## config.mk

```make
export PLATFORM = sky130hd
export DESIGN_NAME = mem_access_unit
export DESIGN_NICKNAME = d
export VERILOG_FILES = /design/src/rtl/mem_access_unit.sv
export SDC_FILE = /design/constraint.sdc
export NUM_CORES = 1
export LEC_CHECK = 0
export ABC_AREA = 1
export CAP_MARGIN = 20
export CORE_MARGIN = 2
export CORE_UTILIZATION = 46
export CTS_CLUSTER_DIAMETER = 40
export DETAILED_ROUTE_END_ITERATION = 10
export GPL_TIMING_DRIVEN = 0
export HOLD_SLACK_MARGIN = 0.03
export PLACE_DENSITY = 0.86
export SLEW_MARGIN = 15
export SYNTH_ARGS = -nofsm -noshare
export SYNTH_HDL_FRONTEND = slang
export SYNTH_SLANG_ARGS = --single-unit
```

## constraint.sdc

```tcl
create_clock -name clk -period 5 [get_ports clk]
set_input_delay 1 -clock clk [delete_from_list [all_inputs] [get_ports clk]]
set_output_delay 1 -clock clk [all_outputs]
set_load 0.03 [all_outputs]
```

## src/rtl/mem_access_unit.sv

```systemverilog
// Load/store sequencer: one RISC-V B/H/W access -> valid/ready word transaction with byte strobes.
// Optional abort on memory stall: define MEM_TIMEOUT_EN (limit set by TIMEOUT_CYCLES).
module mem_access_unit #(
    parameter int unsigned TIMEOUT_CYCLES = 64
) (
    input  logic        clk,
    input  logic        rst,
    input  logic        req,
    input  logic        we,
    input  logic [2:0]  funct3,
    input  logic [31:0] addr,
    input  logic [31:0] wdata,
    output logic        busy,
    output logic        done,
    output logic        err,
    output logic [31:0] ReadData,
    output logic        mem_valid,
    output logic        mem_we,
    output logic [31:0] mem_addr,
    output logic [3:0]  mem_wstrb,
    output logic [31:0] mem_wdata,
    input  logic [31:0] mem_rdata,
    input  logic        mem_ready
);

    typedef enum logic [1:0] {IDLE = 2'd0, ACCESS = 2'd1, RESP = 2'd2} state_t;

    state_t      state_q, state_d;
    logic        we_q, we_d;
    logic [2:0]  funct3_q, funct3_d;
    logic [31:0] addr_q, addr_d;
    logic [31:0] wdata_q, wdata_d;
    logic        err_q, err_d;
    logic [31:0] read_data_q, read_data_d;
    logic        timeout;

    function automatic logic access_illegal(input logic w, input logic [2:0] f3, input logic [1:0] a);
        logic bad;
        bad = (f3 == 3'b011) || (f3 == 3'b110) || (f3 == 3'b111);
        if (w && f3[2]) bad = 1'b1;
        if ((f3[1:0] == 2'b01) && a[0]) bad = 1'b1;
        if ((f3[1:0] == 2'b10) && (a != 2'b00)) bad = 1'b1;
        return bad;
    endfunction

    // funct3[2] selects zero-extension; the lane is shifted down to bit 0 first
    function automatic logic [31:0] load_extend(input logic [2:0] f3, input logic [1:0] a,
                                                input logic [31:0] rdata);
        logic [31:0] lane;
        logic        sgn;
        lane = rdata >> {a, 3'b000};
        case (f3[1:0])
            2'b00: begin
                sgn = lane[7] & ~f3[2];
                return {{24{sgn}}, lane[7:0]};
            end
            2'b01: begin
                sgn = lane[15] & ~f3[2];
                return {{16{sgn}}, lane[15:0]};
            end
            default: return rdata;
        endcase
    endfunction

    function automatic logic [3:0] store_strb(input logic [2:0] f3, input logic [1:0] a);
        case (f3[1:0])
            2'b00:   return 4'b0001 << a;
            2'b01:   return 4'b0011 << a;
            default: return 4'b1111;
        endcase
    endfunction

    function automatic logic [31:0] store_data(input logic [2:0] f3, input logic [31:0] wd);
        case (f3[1:0])
            2'b00:   return {4{wd[7:0]}};
            2'b01:   return {2{wd[15:0]}};
            default: return wd;
        endcase
    endfunction

`ifdef MEM_TIMEOUT_EN
    localparam int CNT_W = $clog2(TIMEOUT_CYCLES + 1);
    logic [CNT_W-1:0] cnt_q, cnt_d;

    // Counts ACCESS cycles; held at zero everywhere else so each access starts fresh
    always_comb begin
        cnt_d = '0;
        if (state_q == ACCESS) cnt_d = cnt_q + 1'b1;
    end

    always_ff @(posedge clk) begin
        if (!rst) cnt_q <= '0;
        else      cnt_q <= cnt_d;
    end

    assign timeout = (state_q == ACCESS) && !mem_ready && (cnt_q == CNT_W'(TIMEOUT_CYCLES - 1));
`else
    assign timeout = 1'b0;
`endif

    always_ff @(posedge clk) begin
        if (!rst) begin
            state_q     <= IDLE;
            err_q       <= 1'b0;
            read_data_q <= '0;
        end else begin
            state_q     <= state_d;
            err_q       <= err_d;
            read_data_q <= read_data_d;
        end
    end

    always_ff @(posedge clk) begin
        we_q     <= we_d;
        funct3_q <= funct3_d;
        addr_q   <= addr_d;
        wdata_q  <= wdata_d;
    end

    always_comb begin
        state_d = state_q;
        case (state_q)
            IDLE:    if (req) state_d = access_illegal(we, funct3, addr[1:0]) ? RESP : ACCESS;
            ACCESS:  if (mem_ready || timeout) state_d = RESP;
            RESP:    state_d = IDLE;
            default: state_d = IDLE;
        endcase
    end

    always_comb begin
        we_d        = we_q;
        funct3_d    = funct3_q;
        addr_d      = addr_q;
        wdata_d     = wdata_q;
        err_d       = err_q;
        read_data_d = read_data_q;
        if ((state_q == IDLE) && req) begin
            we_d     = we;
            funct3_d = funct3;
            addr_d   = addr;
            wdata_d  = wdata;
            err_d    = access_illegal(we, funct3, addr[1:0]);
        end
        if (timeout) err_d = 1'b1;
        if ((state_q == ACCESS) && mem_ready && !we_q)
            read_data_d = load_extend(funct3_q, addr_q[1:0], mem_rdata);
    end

    // Memory-side outputs are forced to zero outside ACCESS so nothing stale leaks out
    always_comb begin
        busy      = (state_q != IDLE);
        done      = (state_q == RESP);
        err       = (state_q == RESP) && err_q;
        mem_valid = 1'b0;
        mem_we    = 1'b0;
        mem_addr  = '0;
        mem_wstrb = '0;
        mem_wdata = '0;
        if (state_q == ACCESS) begin
            mem_valid = 1'b1;
            mem_we    = we_q;
            mem_addr  = {addr_q[31:2], 2'b00};
            if (we_q) begin
                mem_wstrb = store_strb(funct3_q, addr_q[1:0]);
                mem_wdata = store_data(funct3_q, wdata_q);
            end
        end
    end

    assign ReadData = read_data_q;

endmodule
```

# [After elaboration in Yosys (flattened, before gate mapping)]
# Cells that the tools add are included.
[word_totals] regBits=103 out_inout_bits=105
[op_classes] n_eq_ne=10 shift=3 bitwise_logic=3 mux=19 reduce_logical=15
[ops] operator="$pmux W32 S2" n=2
[ops] operator="$mux W32" n=3
[ops] operator="$shr A32 B5 Y16" n=1
[ops] operator="$mux W4" n=2
[ops] operator="$pmux W4 S2" n=1
[ops] operator="$logic_and A1 B1 Y1" n=7
[ops] operator="$mux W1" n=7
[ops] operator="$eq A2 B1 Y1 const B" n=3
[ops] operator="$eq A3 B3 Y1 const B" n=2
[ops] operator="$mux W2" n=3
[ops] operator="$eq A2 B2 Y1 const B" n=2
[ops] operator="$logic_not A2 Y1" n=2
[ops] operator="$ne A2 B2 Y1 const B" n=2
[ops] operator="$pmux W2 S2" n=1
[ops] operator="$reduce_bool A2 Y1" n=2
[ops] operator="$shl A1 B2 Y4 const A" n=1
[ops] operator="$shl A2 B2 Y4 const A" n=1
[ops] operator="$eq A3 B2 Y1 const B" n=1
[ops] operator="$and A1 B1 Y1" n=2
[ops] operator="$logic_or A1 B1 Y1" n=2
[ops] operator="$reduce_and A2 Y1" n=1
[ops] operator="$logic_not A1 Y1" n=1
[ops] operator="$not A1 Y1" n=1

# [Depth between registers and ports, before layout]
[logic_depth] ltp_word=11 mapped_depth=10 ltp_nobuf=9

# [Worst setup path after synthesis]
# No wires, ideal clock.
[synth_path] path_kind="reg-to-output" from="reg state_q[0]" to="out mem_wdata[15]" path_buffers=0 required_ps=4000 arrival_ps=1927 stages_incl_launch_ff=7 slack_ps=2073 path_cell_list="dfxtp_1 > inv_2 > nor2_4 > inv_2 > nor2_2 > inv_2 > nor3_1"
[synth_between] elab_chain_len=2
[synth_lines] item="start: declaration" line="28" rtl="state_t state_q, state_d;"
[synth_lines] item="start signal: assignment" line="107" rtl="state_q <= state_d;"
[synth_lines] item="$eq A2 B1 Y1" line="159" rtl="if (state_q == ACCESS) begin"
[synth_lines] item="$mux W32" line="159"
[synth_lines] item="end: declaration" line="21" rtl="output logic [31:0] mem_wdata,"
# Every way passes these cells.

# [Final worst setup path]
[layout_path] from="reg funct3_q[1]" to="out mem_wdata[31]"
[layout_between] elab_chain_len=4 elab_cells_between_ends=5 cone_classes="eq/ne (1); mux (3); reduce/logical (1)"
[layout_lines] item="start: declaration" line="30" rtl="logic [2:0] funct3_q, funct3_d;"
[layout_lines] item="start signal: assignment" line="115" rtl="funct3_q <= funct3_d;"
[layout_lines] item="$eq A2 B1 Y1 / $logic_not A2 Y1 (equally long branches)" line="74" rtl="case (f3[1:0])"
[layout_lines] item="$pmux W32 S2 *" line="74"
[layout_lines] item="$mux W32 *" line="163" rtl="if (we_q) begin"
[layout_lines] item="$mux W32 *" line="159"
# Mark *: on every way between the ends. The rest lies on a longest branch, timed or not.

==> run_results.csv <==
group,metric,value,unit
layout,multi_input_area,1710,sq um
timing,setup_viol,0,
logic_synthesis,synth_edf_count,68,
min_path,hp-class,"register to register",
detailed_routing,drt.antenna.violating_nets,0,
clock_tree,cts_hold_buf,0,
grt,grt_overflow,0,
clock_tree,cts_buffers,9,
timing,slew_headroom,0.449,
logic_synthesis,ys_warn_count,0,
worst_setup_path,crit_required,4000,ps
logic_synthesis,synth_xor_area_frac,0,
timing,layout_worst_path_cycle_share,0.721,
run_status,run_status,"finished, final reports clean",
grt,antenna_found_initial,1,
logic_synthesis,async_flop_share,0,
timing,max_freq,277,MHz
timing,period_minus_slack,3610,ps
clock_tree,ctsRootBufferMaster,"clkbuf_8",
clock_tree,path_clk_slew,90,ps
layout,drive_gt1_frac,0.0691,
logic_synthesis,ys_types,28,
logic_synthesis,ys_seq_area_frac,0.558,
clock_tree,cts_tree,"built",
logic_synthesis,synth_fa_ha_area_frac,0,
detailed_routing,routed_wl,15900,um
die,fp.dieW,107,um
detailed_routing,vias,4872,
detailed_routing,via_per_inst,5.14,
worst_setup_path,path_buf_inv,4,
placement,dp_hpwl,12200,um
logic_synthesis,synth-simple-area-share,0.251,
logic_synthesis,syn_area,4920,sq um
worst_setup_path,cp-start-kind,"register",
detailed_routing,drtIter0Drc,346,
timing,tightest_slew,827,ps
detailed_routing,drc,0,
logic_synthesis,synth_ff_type,"edfxtp_1",
run,maxCapViolCount,0,
die,core_area,10400,sq um
die,io_pins,209,
placement,dp_worst_setup_slack,1800,ps
worst_setup_path,crit_arrival,2610,ps
logic_synthesis,synth_seq_cells,103,
layout,fin_nets,910,
clock_tree,clkLatencyLatePin,360,ps
die,start_util,0.474,
logic_synthesis,synth_mux_area_frac,0,
grt,grt_pass1_wl,24700,um
detailed_routing,firstDrtPassIters,5,
logic_synthesis,synth_top_family_by_area,"simple AND/OR/NAND/NOR gates",
grt,track_usage,0.279,
logic_synthesis,synth_compound_area_frac,0.0941,
power_and_ir_drop,p_per_area,243,nW/um^2
power_and_ir_drop,vdd_ir_drop_max,169,uV
clock_tree,clkSinkCount,103,
timing,setup_tns,0,ps
clock_tree,cts_resized,0,
clock_tree,cts_setup_buffers,0,
worst_setup_path,path_class,"register to primary output",
worst_setup_path,path_cells,"buf_2 -> inv_2 -> clkbuf_1 -> nor2_1 -> nor3_1 -> clkdlybuf4s50_1",
power_and_ir_drop,leakagePower,0.00301,uW
die,dieArea,11500,sq um
layout,fillers,798,
worst_setup_path,cp_max_fo,10,
grt,grt_pass1_vias,4893,
clock_tree,cts_buffer_depth,2,
timing,fin_worst_skew,13.0,ps
grt,grt_max_degree,70,
worst_setup_path,r2r_slack,3290,ps
logic_synthesis,syn-mean-instance-area,8.36,sq um
die,rows,37,
clock_tree,h-tree-depth,3,
detailed_routing,routedWlPerCell,16.8,um
placement,placement.io_buffers,206,
timing,setup_ws,1390,ps
layout,ff_latch_area,2740,sq um
worst_setup_path,setup.worst_path.end_class,"primary output",
worst_setup_path,cpPeakStageDelay,740,ps
timing,rsz0062_at_grt,"no",
placement,place.gp.congestion,0.924,
worst_setup_path,cp_slowest_cell,"clkdlybuf4s50_1",
worst_setup_path,cp_top_family,"buffers and inverters",
die,die_y,107,um
timing,hold_viol,0,
layout,area_delta_synth_final,48.7,%
timing,drv_slew,0,
logic_synthesis,netlist_instances,588,
routing by layer:
metal | routed length [um] | up-vias | share of wire | track usage
met3 | 1720 | 61 | 0.11 | 0.0938
met2 | 7420 | 289 | 0.47 | 0.461
met1 | 6080 | 2209 | 0.38 | 0.332
met4 | 690 | 0 | 0.043 | 0.119
li1 | - | 2313 | - | -
met5 | 0 | - | 0 | 0
worst reg2reg max path, delay by kind of cell (launching register included):
| kind | cells | cell delay [ps] |
|---|---|---|
| buffers and inverters | 3 | 460 |
| flip-flops | 1 | 360 |
| AND/OR/NAND/NOR | 4 | 850 |
state kept, by name, summed over array words and instances, names as in the netlist:
register,cells
wdata_q,32
funct3_q,3
err_q,1
addr_q,32
we_q,1
ReadData,32
state_q,2
per-stage QoR:
stage	hold WS, ps	utilization	cells	cell area (sq um)	power [uW]
floorplan	486	-	589	4920	1170
global placement	509	0.690	931	7150	1330
detailed placement	513	0.690	931	7160	1340
CTS	534	0.705	946	7310	1780
global route	566	0.705	947	7310	1850
finish	532	0.705	947	7310	1780
final timing paths:
kind,to,depth (start not counted),start
setup / recovery,mem_wdata[31],6,funct3_q[1]
hold / removal,ReadData[0],2,ReadData[0]
setup reg to reg,ReadData[14],7,funct3_q[1]
hold reg to reg,ReadData[0],2,ReadData[0]
cell usage after synthesis (all sizes together) (3+ instances only):
cell | count | area share
nand4 | 5 | 0.0064
nand2 | 99 | 0.076
clkbuf | 14 | 0.011
a21oi | 46 | 0.047
nand3 | 35 | 0.053
o22ai | 3 | 0.0038
dfxtp | 35 | 0.14
edfxtp | 68 | 0.42
buf | 16 | 0.024
o21ai | 40 | 0.041
inv | 79 | 0.060
nor3 | 3 | 0.0031
nor2 | 140 | 0.11
cell usage in the layout (no fill, tap or decap):
cell type,count
nand2_2,1
conb_1,2
o21ai_0,31
clkbuf_8,9
nand3_4,2
nor2_2,3
nand3_1,21
inv_2,9
and3_1,1
edfxtp_1,68
nor2_4,2
nand2_1,98
clkinv_1,2
dfxtp_1,35
o22ai_1,3
o21ai_1,9
clkinv_2,1
inv_1,69
clkinvlp_4,2
buf_1,2
buf_4,7
nor2_1,135
nand3_2,12
nor3_1,3
o21a_1,1
a31oi_1,1
a21oi_1,46
buf_2,3
clkbuf_1,16
diode_2,1
inv_4,1
buf_6,4
nand4_1,5
clkdlybuf4s50_1,206
logic make-up (layout without fill, tap and decap cells):
kind of cell / after synthesis / after routing
AO/OA/AOI/OAI: 91 / 91
other: 1 / 3
flip-flops: 103 / 103
AND/OR/NAND/NOR: 283 / 283
buffers and inverters: 110 / 331
report_power, final:
group | leakage, uW | switching (uW) | total (uW) | internal [uW]
logic | 0.00200 | 196 | 343 | 147
registers | 0.000937 | 18.3 | 981 | 963
clock network | 0.0000728 | 277 | 454 | 177
final cells by class:
class / instances / area share
Sequential cell: 103 / 0.375
Timing Repair Buffer: 206 / 0.282
Multi-Input combinational cell: 376 / 0.233
Inverter: 80 / 0.0414
Buffer: 30 / 0.0236
Tap cell: 136 / 0.0233
Clock buffer: 11 / 0.0180
Clock inverter: 4 / 0.00325
Antenna cell: 1 / 0.000342
Note: power is estimated with default switching activity, not from simulation.
